===== config.mk =====
export PLATFORM = sky130hd
export DESIGN_NAME = mem_bist
export DESIGN_NICKNAME = d
export VERILOG_FILES = /design/src/rtl/mem_bist_pkg.sv /design/src/rtl/mem_bist_pattern.sv /design/src/rtl/mem_bist.sv
export SDC_FILE = /design/constraint.sdc
export NUM_CORES = 1
export LEC_CHECK = 0
export CAP_MARGIN = 20
export CORE_MARGIN = 3
export CORE_UTILIZATION = 30
export DETAILED_ROUTE_END_ITERATION = 7
export PLACE_DENSITY = 0.57
export RECOVER_POWER = 25
export SYNTH_ARGS = -nofsm -noshare
export SYNTH_HDL_FRONTEND = slang
export SYNTH_HIERARCHICAL = 1
export SYNTH_SLANG_ARGS = --single-unit

===== constraint.sdc =====
create_clock -name i_clk -period 2.95 [get_ports i_clk]
set_input_delay 0.4425 -clock i_clk [delete_from_list [all_inputs] [get_ports i_clk]]
set_output_delay 0.4425 -clock i_clk [all_outputs]
set_load 0.02 [all_outputs]

===== src/rtl/mem_bist_pkg.sv =====
// mem_bist_pkg -- shared definitions for the memory BIST.
// Holds the controller state encoding and the test pattern codes used by
// mem_bist (sequencer) and mem_bist_pattern (data generator / expected
// data pipeline).
package mem_bist_pkg;

  // Controller states: one write sweep, one read sweep and a drain of the
  // read pipeline per pattern, then DONE.
  typedef enum logic [2:0] {
    ST_IDLE  = 3'd0,
    ST_WRITE = 3'd1,
    ST_READ  = 3'd2,
    ST_DRAIN = 3'd3,
    ST_DONE  = 3'd4
  } state_e;

  // Pattern codes, applied in ascending order.
  typedef logic [1:0] pat_t;

  localparam pat_t PAT_ADDR = 2'd0;      // address bits replicated
  localparam pat_t PAT_INV  = 2'd1;      // inverse of PAT_ADDR
  localparam pat_t PAT_CHK  = 2'd2;      // 0x..AA / 0x..55 checkerboard
  localparam pat_t PAT_LAST = PAT_CHK;   // final pattern of a run

endpackage


===== src/rtl/mem_bist_pattern.sv =====
// mem_bist_pattern -- test data generator and expected-data pipeline.
// Produces the pattern word for (pattern, address) combinationally; the same
// word is used as write data and, when a read is issued, enters an
// RD_LAT-deep pipeline so it lines up with the returning read data.
// Ports:
//   clk_i, rst_ni   clock, asynchronous active-low reset
//   pat_i           current pattern code
//   addr_i          current memory address
//   rd_i            a read is issued this cycle
//   flush_i         drop all in-flight expected entries
//   data_o          pattern word for (pat_i, addr_i)
//   exp_o           expected read data for this cycle
//   exp_vld_o       exp_o belongs to an outstanding read
module mem_bist_pattern
  import mem_bist_pkg::*;
#(
  parameter int ADDR_SZ = 14,
  parameter int DATA_SZ = 16,
  parameter int RD_LAT  = 1
) (
  input  logic               clk_i,
  input  logic               rst_ni,
  input  pat_t               pat_i,
  input  logic [ADDR_SZ-1:0] addr_i,
  input  logic               rd_i,
  input  logic               flush_i,
  output logic [DATA_SZ-1:0] data_o,
  output logic [DATA_SZ-1:0] exp_o,
  output logic               exp_vld_o
);

  logic [DATA_SZ-1:0] data_s;
  logic [DATA_SZ-1:0] exp_q [RD_LAT];
  logic [RD_LAT-1:0]  vld_q;

  // Pattern word for the current pattern and address.
  always_comb begin
    data_s = '0;
    case (pat_i)
      PAT_ADDR: begin
        for (int i = 0; i < DATA_SZ; i++) data_s[i] = addr_i[i % ADDR_SZ];
      end
      PAT_INV: begin
        for (int i = 0; i < DATA_SZ; i++) data_s[i] = ~addr_i[i % ADDR_SZ];
      end
      PAT_CHK: begin
        // Odd addresses get ...1010 (0xAA), even addresses ...0101 (0x55).
        for (int i = 0; i < DATA_SZ; i++) data_s[i] = addr_i[0] ^ ((i % 2) == 0);
      end
      default: begin
        data_s = '0;
      end
    endcase
  end

  // Expected data / valid shift pipeline, one stage per cycle of read latency.
  always_ff @(posedge clk_i or negedge rst_ni) begin
    if (!rst_ni) begin
      vld_q <= '0;
      for (int k = 0; k < RD_LAT; k++) exp_q[k] <= '0;
    end else begin
      exp_q[0] <= data_s;
      for (int k = 1; k < RD_LAT; k++) exp_q[k] <= exp_q[k-1];
      if (flush_i) begin
        vld_q <= '0;
      end else begin
        vld_q[0] <= rd_i;
        for (int k = 1; k < RD_LAT; k++) vld_q[k] <= vld_q[k-1];
      end
    end
  end

  assign data_o    = data_s;
  assign exp_o     = exp_q[RD_LAT-1];
  assign exp_vld_o = vld_q[RD_LAT-1];

endmodule


===== src/rtl/mem_bist.sv =====
// mem_bist -- march-style memory built-in self test.
// For each of three patterns: write every address ascending, read every
// address ascending, then drain the read pipeline. The first mismatching
// compare ends the run. A fault-free run lasts 3*(2*2^ADDR_SZ+RD_LAT) cycles.
// Optional feature macro: MEM_BIST_FAIL_CAPTURE_EN -- when defined the address
// of the first mismatch is captured on o_fail_addr; otherwise o_fail_addr is 0.
// Ports:
//   i_clk, i_rst_n   clock, asynchronous active-low reset
//   i_run            level start request (ignored once a run has begun)
//   o_running        test in progress (WRITE/READ/DRAIN)
//   o_done           test finished, results valid
//   o_passed         every compare matched (valid while o_done)
//   o_fail_addr      address of the first mismatch
//   o_mem_wr/o_mem_rd/o_mem_addr/o_mem_wdata   memory command outputs
//   i_mem_rdata      memory read data, RD_LAT cycles after o_mem_rd
module mem_bist
  import mem_bist_pkg::*;
#(
  parameter int ADDR_SZ = 14,
  parameter int DATA_SZ = 16,
  parameter int RD_LAT  = 1
) (
  input  logic               i_clk,
  input  logic               i_rst_n,
  input  logic               i_run,
  output logic               o_running,
  output logic               o_done,
  output logic               o_passed,
  output logic [ADDR_SZ-1:0] o_fail_addr,
  output logic               o_mem_wr,
  output logic               o_mem_rd,
  output logic [ADDR_SZ-1:0] o_mem_addr,
  output logic [DATA_SZ-1:0] o_mem_wdata,
  input  logic [DATA_SZ-1:0] i_mem_rdata
);

  localparam int CW = ADDR_SZ + 1;
  localparam logic [ADDR_SZ:0] CNT_ONE    = CW'(1);
  // The counter keeps running through DRAIN (2^ADDR_SZ .. 2^ADDR_SZ+RD_LAT-1),
  // so it doubles as the drain timer and as the compare-address reference.
  localparam logic [ADDR_SZ:0] DRAIN_LAST = CW'((2 ** ADDR_SZ) + RD_LAT - 1);

  state_e             state_q, state_d;
  logic [ADDR_SZ:0]   addr_q, addr_d, addr_inc_s;
  pat_t               pat_q, pat_d;
  logic               passed_q, passed_d;
  logic               running_q, done_q, wr_q, rd_q;
  logic [DATA_SZ-1:0] data_s, exp_s;
  logic               exp_vld_s, cmp_fail_s;

  mem_bist_pattern #(
    .ADDR_SZ (ADDR_SZ),
    .DATA_SZ (DATA_SZ),
    .RD_LAT  (RD_LAT)
  ) u_pattern (
    .clk_i     (i_clk),
    .rst_ni    (i_rst_n),
    .pat_i     (pat_q),
    .addr_i    (addr_q[ADDR_SZ-1:0]),
    .rd_i      (rd_q),
    .flush_i   (cmp_fail_s),
    .data_o    (data_s),
    .exp_o     (exp_s),
    .exp_vld_o (exp_vld_s)
  );

  assign addr_inc_s = addr_q + CNT_ONE;
  // Compares only happen while reads are outstanding (READ or DRAIN).
  assign cmp_fail_s = exp_vld_s && (i_mem_rdata != exp_s) &&
                      ((state_q == ST_READ) || (state_q == ST_DRAIN));

  // Next-state, address and pattern sequencing.
  always_comb begin
    state_d  = state_q;
    addr_d   = addr_q;
    pat_d    = pat_q;
    passed_d = passed_q;
    case (state_q)
      ST_IDLE: begin
        if (i_run) begin
          state_d  = ST_WRITE;
          addr_d   = '0;
          pat_d    = PAT_ADDR;
          passed_d = 1'b1;
        end else begin
          state_d  = ST_IDLE;
        end
      end
      ST_WRITE: begin
        // Carry out of the address counter ends the sweep.
        if (addr_inc_s[ADDR_SZ]) begin
          state_d = ST_READ;
          addr_d  = '0;
        end else begin
          addr_d  = addr_inc_s;
        end
      end
      ST_READ: begin
        addr_d = addr_inc_s;
        if (cmp_fail_s) begin
          state_d  = ST_DONE;
          passed_d = 1'b0;
        end else if (addr_inc_s[ADDR_SZ]) begin
          state_d  = ST_DRAIN;
        end else begin
          state_d  = ST_READ;
        end
      end
      ST_DRAIN: begin
        addr_d = addr_inc_s;
        if (cmp_fail_s) begin
          state_d  = ST_DONE;
          passed_d = 1'b0;
        end else if (addr_q == DRAIN_LAST) begin
          if (pat_q == PAT_LAST) begin
            state_d = ST_DONE;
          end else begin
            state_d = ST_WRITE;
            pat_d   = pat_q + 2'd1;
            addr_d  = '0;
          end
        end else begin
          state_d  = ST_DRAIN;
        end
      end
      ST_DONE: begin
        if (!i_run) begin
          state_d = ST_IDLE;
        end else begin
          state_d = ST_DONE;
        end
      end
      default: begin
        state_d = ST_IDLE;
      end
    endcase
  end

  // State, counters and registered status/command flags.
  always_ff @(posedge i_clk or negedge i_rst_n) begin
    if (!i_rst_n) begin
      state_q   <= ST_IDLE;
      addr_q    <= '0;
      pat_q     <= PAT_ADDR;
      passed_q  <= 1'b1;
      running_q <= 1'b0;
      done_q    <= 1'b0;
      wr_q      <= 1'b0;
      rd_q      <= 1'b0;
    end else begin
      state_q   <= state_d;
      addr_q    <= addr_d;
      pat_q     <= pat_d;
      passed_q  <= passed_d;
      running_q <= (state_d == ST_WRITE) || (state_d == ST_READ) || (state_d == ST_DRAIN);
      done_q    <= (state_d == ST_DONE);
      wr_q      <= (state_d == ST_WRITE);
      rd_q      <= (state_d == ST_READ);
    end
  end

`ifdef MEM_BIST_FAIL_CAPTURE_EN
  logic [ADDR_SZ-1:0] fail_addr_q, fail_addr_d, cmp_addr_s;

  // The data under compare was read RD_LAT cycles ago, while the counter
  // has advanced by RD_LAT since then.
  assign cmp_addr_s = ADDR_SZ'(addr_q - CW'(RD_LAT));

  // First-failure address capture, cleared when a run starts.
  always_comb begin
    fail_addr_d = fail_addr_q;
    if ((state_q == ST_IDLE) && i_run) begin
      fail_addr_d = '0;
    end else if (cmp_fail_s) begin
      fail_addr_d = cmp_addr_s;
    end else begin
      fail_addr_d = fail_addr_q;
    end
  end

  // Failure address register.
  always_ff @(posedge i_clk or negedge i_rst_n) begin
    if (!i_rst_n) begin
      fail_addr_q <= '0;
    end else begin
      fail_addr_q <= fail_addr_d;
    end
  end

  assign o_fail_addr = fail_addr_q;
`else
  assign o_fail_addr = '0;
`endif

  assign o_running   = running_q;
  assign o_done      = done_q;
  assign o_passed    = passed_q;
  assign o_mem_wr    = wr_q;
  assign o_mem_rd    = rd_q;
  assign o_mem_addr  = (wr_q || rd_q) ? addr_q[ADDR_SZ-1:0] : '0;
  assign o_mem_wdata = wr_q ? data_s : '0;

endmodule


==> flow_metrics.py, run 1 <==
metrics = {
    "run_status": {
        "outcome": "complete, but fails checks",
        "failed_checks": "capacitance limit, slew limit",
    },
    "pwr": {
        "switching_share": 0.355,
        "leakage_nw": 1.30,
        "switchingPower_mw": 0.688,
        "peakVddDrop_mv": 0.403,
        "p_clk_frac": 0.225,
        "p_per_area_nw_per_um2": 608,
        "internal-power_mw": 1.25,
        "seqPwrFrac": 0.392,
        "p_total_mw": 1.94,
        "power_frac_comb": 0.383,
    },
    "clock_tree": {
        "htree_levels": 2,
        "cts_tree": "yes",
        "postCtsSetupBuffers": 0,
        "clk_latency_ps": 290,
        "cts_buffers": 5,
        "numClockSinks": 40,
        "clockBufferDepth": 2,
        "hold_buffers": 0,
        "cts_root_buffer": "clkbuf_8",
        "clk_pin_slew_ps": 80,
    },
    "route": {
        "ant_nets": 0,
        "drcViolationCount": 0,
        "vias_per_cell": 4.65,
        "routed_wirelength_um": 5930,
        "dr.pass1.iters": 4,
        "wl_per_cell_um": 13.7,
        "vias": 2007,
        "drtIter0Drc": 120,
    },
    "critical_path": {
        "endpoint_kind": "output port",
        "rr_worst_depth": 8,
        "crit_start": "pat_q[0]",
        "start_kind": "register",
        "critPathKind": "reg -> out",
        "worst_ep_arrival_time_ps": 2220,
        "r2r-end": "addr_q[12]",
        "crit_end": "o_mem_wdata[0]",
        "r2r_slack_ps": 560,
        "worstPathRequired_ps": 2510,
        "r2r-start": "addr_q[0]",
        "cp_max_fo": 13,
    },
    "final_layout": {
        "antenna_cells": 0,
        "final_cells": 432,
        "drive_gt1_frac": 0.0703,
        "area_delta_synth_final_pct": 24.7,
        "layout.nets": 348,
    },
    "die": {
        "fp.dieW_um": 98.3,
        "std_cell_rows": 33,
        "fp.dieH_um": 98.3,
        "ios": 68,
        "die-area_um2": 9670,
        "start_util": 0.310,
        "core_um2": 8260,
    },
    "timing": {
        "tns_ps": 0,
        "rsz0062_at_grt": "no",
        "fin_worst_skew_ps": 4.94,
        "worst_slew_pin_slew_ps": 2090,
        "finalSetupViolCount": 0,
        "slew_headroom": -0.394,
        "min_period_over_period": 0.902,
        "hold_violations": 0,
        "max_freq_ghz": 0.376,
        "fin_crit_ps": 2660,
        "slew_viol_final": 41,
        "hold_slack_ps": 474,
    },
    "place": {
        "port-buffer-count": 53,
        "routabilityCongestion": 0.815,
        "numPlacedInstances": 424,
        "dp_hpwl_um": 4530,
    },
    "grt": {
        "groute.usage.overall": 0.125,
        "gr-total-overflow": 0,
        "grt_pass1_wl_um": 9850,
        "grt_pass1_vias": 2012,
        "grt_max_degree": 41,
        "grt_antenna_before_repair": 0,
    },
    "logic_synthesis": {
        "seq_area_frac_synth": 0.392,
        "synth_edf_count": 0,
        "synth_cells": 279,
        "synth-seq-cells": 40,
        "syn_area_um2": 2560,
        "synth_ff_type": "dfrtp_1",
        "ys_types": 45,
        "synth-warning-count": 6,
        "syn_avg_cell_area_um2": 9.17,
        "synthArstFlopShare": 1.00,
    },
    "min_path": {
        "hp-class": "reg -> reg",
    },
    "flow_run": {
        "cap_viol_max_count": 1,
    },
}
==> cell families after synthesis <==
logic type                 count (synthesis)  synth area share
other                                      1           0.00147
adders and majority gates                  3            0.0147
buffers and inverters                     41            0.0993
AOI/OAI and AO/OA                         50             0.125
xor gates and xnor gates                  34             0.116
and+or+nand+nor                          107             0.239
DFF                                       40             0.392
muxes                                      3            0.0122
==> cell usage after synthesis (all sizes together) (2+ instances only) <==
cell | n | area [um^2]
dfrtp | 39 | 976
xnor2 | 33 | 289
buf | 24 | 190
o21ai | 22 | 110
nor2 | 21 | 78.8
and2 | 19 | 119
nand2 | 17 | 63.8
nor2b | 12 | 75.1
inv | 11 | 41.3
a31oi | 10 | 62.6
nand3 | 10 | 55.1
a21oi | 9 | 45.0
nand4 | 9 | 62.6
clkbuf | 6 | 22.5
nand2b | 4 | 25.0
ha | 3 | 37.5
nor4b | 3 | 26.3
a22o | 2 | 17.5
and4 | 2 | 17.5
mux2i | 2 | 20.0
nand3b | 2 | 15.0
nor4 | 2 | 27.5
o211ai | 2 | 25.0
or2 | 2 | 12.5
==> layer usage <==
layer  share of wire  wire [um]  track usage  vias up
li1                -          -            -     1015
met1            0.45       2670        0.159      929
met2            0.48       2860        0.211       59
met3           0.058        344       0.0350        4
met4          0.0093         55       0.0315        0
met5               0          0            0        -
==> stage by stage <==
stage	instance area (um^2)	setup slack [ps]	util
floorplan	2610	894	-
global placement	3080	357	0.373
detailed placement	3080	266	0.373
CTS	3190	163	0.386
global route	3190	154	0.386
finish	3190	289	0.386
==> registers in the layout, summed over array words and instances, names as in the netlist <==
name and cells:
pat_q 2, u_pattern/exp_vld_o 1, u_pattern/exp_o 14, o_mem_wr 1, o_passed 1, o_mem_rd 1
o_running 1, o_done 1, addr_q 15, state_q 3
==> how the worst min path moves through the flow <==
| stage | slack (ps) | endpoint | start | cells after the start |
|---|---|---|---|---|
| after detailed placement | 470 | o_passed | o_passed | 2 |
| after global routing | 490 | o_passed | o_passed | 2 |
| final | 470 | o_passed | o_passed | 2 |
| after floorplan | 150 | addr_q[0] | i_rst_n | 0 |
| after global placement | 480 | o_passed | o_passed | 2 |
| after CTS | 310 | pat_q[1] | i_rst_n | 1 |
==> power groups by stage <==
stage	clock network [mW]	registers [mW]	logic, mW
after global routing	0.474	0.776	0.812
after floorplan	0	0.727	0.524
after CTS	0.452	0.761	0.755
final	0.437	0.760	0.742
after detailed placement	0	0.772	0.750
after global placement	0	0.773	0.745
==> area by class of cell <==
class                   count  area (um^2)
clock buffers               6         72.6
flip-flops and latches     40         1000
repair buffers             57          554
well taps                 105          131
clock inverters             2         35.0
multi-input cells         211         1350
fillers                   851         5070
inverters                  11         41.3
==> layout by cell type (no fill, tap or decap), drive strengths merged, types with 2 or more instances in the layout <==
cell type	n
clkdlybuf4s50	52
dfrtp	39
xnor2	33
o21ai	22
nor2	21
and2	19
nand2	17
conb	14
nor2b	12
inv	11
a31oi	10
nand3	10
a21oi	9
nand4	9
clkbuf	7
nand2b	4
buf	4
nor4b	3
ha	3
and4	2
o211ai	2
mux2i	2
a22o	2
nand3b	2
or2	2
nor4	2
==> worst max-delay path, stage by stage, from the launching register on <==
cell             delay, ps
dfrtp_2                520
or3b_4                 470
o21ai_0                160
and2_1                 180
clkdlybuf4s50_1        590
==> what timing repair did <==
action	CTS	global route
gates resized for setup	0	1
endpoints found under the hold margin	0	0
setup endpoints to repair	0	1
(Power assumes the default switching activity.)
==> run 2: changes to the inputs <==
- CTS_BUF_LIST: unset -> sky130_fd_sc_hd__clkbuf_8
- SYNTH_HIERARCHICAL: 1 -> unset
==> run 2 against run 1 <==
  * The flow still finishes with violations (capacitance limit, slew limit)
  * Sequential cell count stayed put
  * Via count grew 0.25%
  * Hold slack better by 29 ps
  * Register-to-register slack worse by 140 ps
  * Die area shrank 0.83%
  * Fmax decreased by 5.4%
  * Non-clock buffer count is 3 lower
  * Synthesized cell count down 0.36%
  * Utilization is 0.94 points higher
  * Largest cell class unchanged
  * Largest power group is now combinational cells
==> flow_metrics.py, run 2 <==
metrics = {
    "run_status": {
        "outcome": "complete, but fails checks",
        "failed_checks": "capacitance limit, slew limit",
    },
    "grt": {
        "grt_max_degree": 41,
        "groute.usage.overall": 0.130,
        "grt_pass1_wl_um": 10400,
        "gr-total-overflow": 0,
        "grt_antenna_before_repair": 0,
        "grt_pass1_vias": 2068,
    },
    "pwr": {
        "peakVddDrop_mv": 0.353,
        "leakage_nw": 1.37,
        "p_per_area_nw_per_um2": 598,
    },
    "place": {
        "routabilityCongestion": 0.832,
        "numPlacedInstances": 413,
        "dpl_cell_area_um2": 3040,
        "place_ws_ps": 158,
        "port-buffer-count": 53,
        "dp_hpwl_um": 4590,
    },
    "route": {
        "wl_met1_um": 2940,
        "wl_per_cell_um": 14.6,
        "vias": 2012,
        "drtIter0Drc": 76,
        "route.met3.wl_um": 285,
        "vias_per_cell": 4.78,
        "top_layer": "met4",
        "wl_met2_um": 2880,
        "dr.pass1.iters": 4,
        "drcViolationCount": 0,
        "ant_nets": 0,
        "routed_wirelength_um": 6140,
    },
    "clock_tree": {
        "numClockSinks": 40,
        "clk_latency_ps": 290,
        "htree_levels": 2,
        "clockBufferDepth": 2,
        "cts_root_buffer": "clkbuf_8",
        "cts_buffers": 5,
        "clk_pin_slew_ps": 80,
        "cts_tree": "yes",
        "hold_buffers": 0,
    },
    "logic_synthesis": {
        "yosysTopAreaCellShare": 0.385,
        "synthTopCellsByCount": "39 x dfrtp_1, 19 x nor2_1, 17 x a21oi_1, 16 x and2_1, 16 x buf_4",
        "yosysTopAreaCell": "dfrtp_1",
        "yosys-top-cells-area": "dfrtp_1 38%, mux2i_1 5.5%, xnor2_1 5.2%",
        "synth_edf_count": 0,
        "syn_area_um2": 2530,
        "seq_area_frac_synth": 0.395,
        "syn_avg_cell_area_um2": 9.12,
        "synth_cells": 278,
        "ys_types": 46,
        "synth-warning-count": 0,
        "synth-seq-cells": 40,
        "yosys.cell_count.top_type": "dfrtp_1",
        "synth_ff_type": "dfrtp_1",
        "synthArstFlopShare": 1.00,
    },
    "final_layout": {
        "final_cell_mix": "52 x clkdlybuf4s50_1, 39 x dfrtp_1, 18 x nor2_1, 16 x a21oi_1, 16 x and2_1",
        "final_cells": 421,
        "antenna_cells": 0,
        "regMostFlops": "addr_q",
        "seq_area_um2": 1000,
        "drive_gt1_frac": 0.0627,
        "final_common_cell": "clkdlybuf4s50_1",
        "largest_reg_flops": 15,
        "layout.nets": 343,
        "fillCellCount": 807,
        "area_delta_synth_final_pct": 24.3,
        "multi_input_area_um2": 1360,
        "final_cell_area_um2": 3150,
    },
    "flow_run": {
        "cap_viol_max_count": 1,
    },
    "critical_path": {
        "worst_ep_arrival_time_ps": 2370,
        "critPathKind": "reg -> out",
        "worstPathRequired_ps": 2510,
        "start_kind": "register",
        "endpoint_kind": "output port",
        "cp_max_fo": 7,
    },
    "timing": {
        "fin_worst_skew_ps": 11.6,
        "rsz0062_at_grt": "no",
        "finalSetupViolCount": 0,
        "tns_ps": 0,
        "slew_viol_final": 41,
        "slew_headroom": -0.482,
        "max_freq_ghz": 0.356,
        "fin_crit_ps": 2810,
        "setup_ws_ps": 138,
        "min_period_over_period": 0.953,
        "worst_slew_pin_slew_ps": 2220,
        "hold_violations": 0,
    },
    "die": {
        "fp.dieW_um": 97.9,
        "core_um2": 7970,
        "ios": 68,
        "start_util": 0.318,
        "die-area_um2": 9590,
        "std_cell_rows": 32,
        "fp.dieH_um": 97.9,
    },
    "min_path": {
        "hp-class": "reg -> reg",
    },
}
-- run 2: cell count changes in the layout (fill, tap and decap cells not counted), moves of 4 or more --
cell     delta
nor3_1      +6
xnor2_1    -18
mux2i_1    +12
a21oi_1     +7
a21o_1      +7
nor3b_1     +5
o21ai_0    -17
and3_1      +7
a31oi_1    -10
o21ai_1     +4
-- run 2: layout make-up --
cell class	count	area share
Sequential cell	40	0.318
Timing Repair Buffer	54	0.169
Tap cell	102	0.0405
Clock inverter	2	0.00238
Clock buffer	6	0.0262
Inverter	10	0.0119
Multi-Input combinational cell	207	0.432
-- run 2: final timing paths --
path                           start             endpoint  slack, ps  cells past startpoint
setup / recovery            pat_q[0]       o_mem_wdata[2]        140                      6
hold / removal              o_passed             o_passed        500                      2
setup reg to reg           addr_q[0]            addr_q[8]        420                      8
hold reg to reg             o_passed             o_passed        500                      2
max in group asynchronous    i_rst_n            addr_q[1]        870                      1
min in group asynchronous    i_rst_n  u_pattern.exp_o[14]        810                      1
-- run 2: cells by family after synthesis --
kind of cell | share of synthesized area
AO/OA/AOI/OAI | 0.114
XOR/XNOR | 0.0518
adder cells (fa/ha/maj) | 0.0296
buffers and inverters | 0.0943
flip-flops | 0.395
multiplexers | 0.0642
other | 0.00148
AND/OR/NAND/NOR | 0.249
-- run 2: report_power, final --
group,internal [mW],switching [mW]
Combinational,0.372,0.403
Sequential,0.642,0.0940
Clock,0.184,0.191
Total,1.20,0.687
-- run 2: through the flow --
| stage | util | hold WS, ps | power, mW |
|---|---|---|---|
| detailed placement | 0.382 | 493 | 1.51 |
| finish | 0.395 | 503 | 1.89 |
| global route | 0.395 | 528 | 2.01 |
| floorplan | - | 147 | 1.23 |
| global placement | 0.382 | 497 | 1.51 |
| CTS | 0.393 | 316 | 1.89 |
-- run 2: repair_timing --
item,CTS,global route
setup endpoints to repair,0,30
resized for setup,0,6
buffers inserted,0,0
-- run 2: critical path, cell delays in order (launching register included) --
cell and delay (ps):
dfrtp_1 410, inv_1 120, ha_1 330, nand2_1 230
a21oi_1 240, and2_1 150, clkdlybuf4s50_1 600
-- run 2: layer usage --
| layer | up-vias | global-route usage |
|---|---|---|
| met5 | - | 0 |
| met4 | 0 | 0.0224 |
| met3 | 5 | 0.0264 |
| met2 | 57 | 0.214 |
| met1 | 961 | 0.179 |
| li1 | 989 | - |
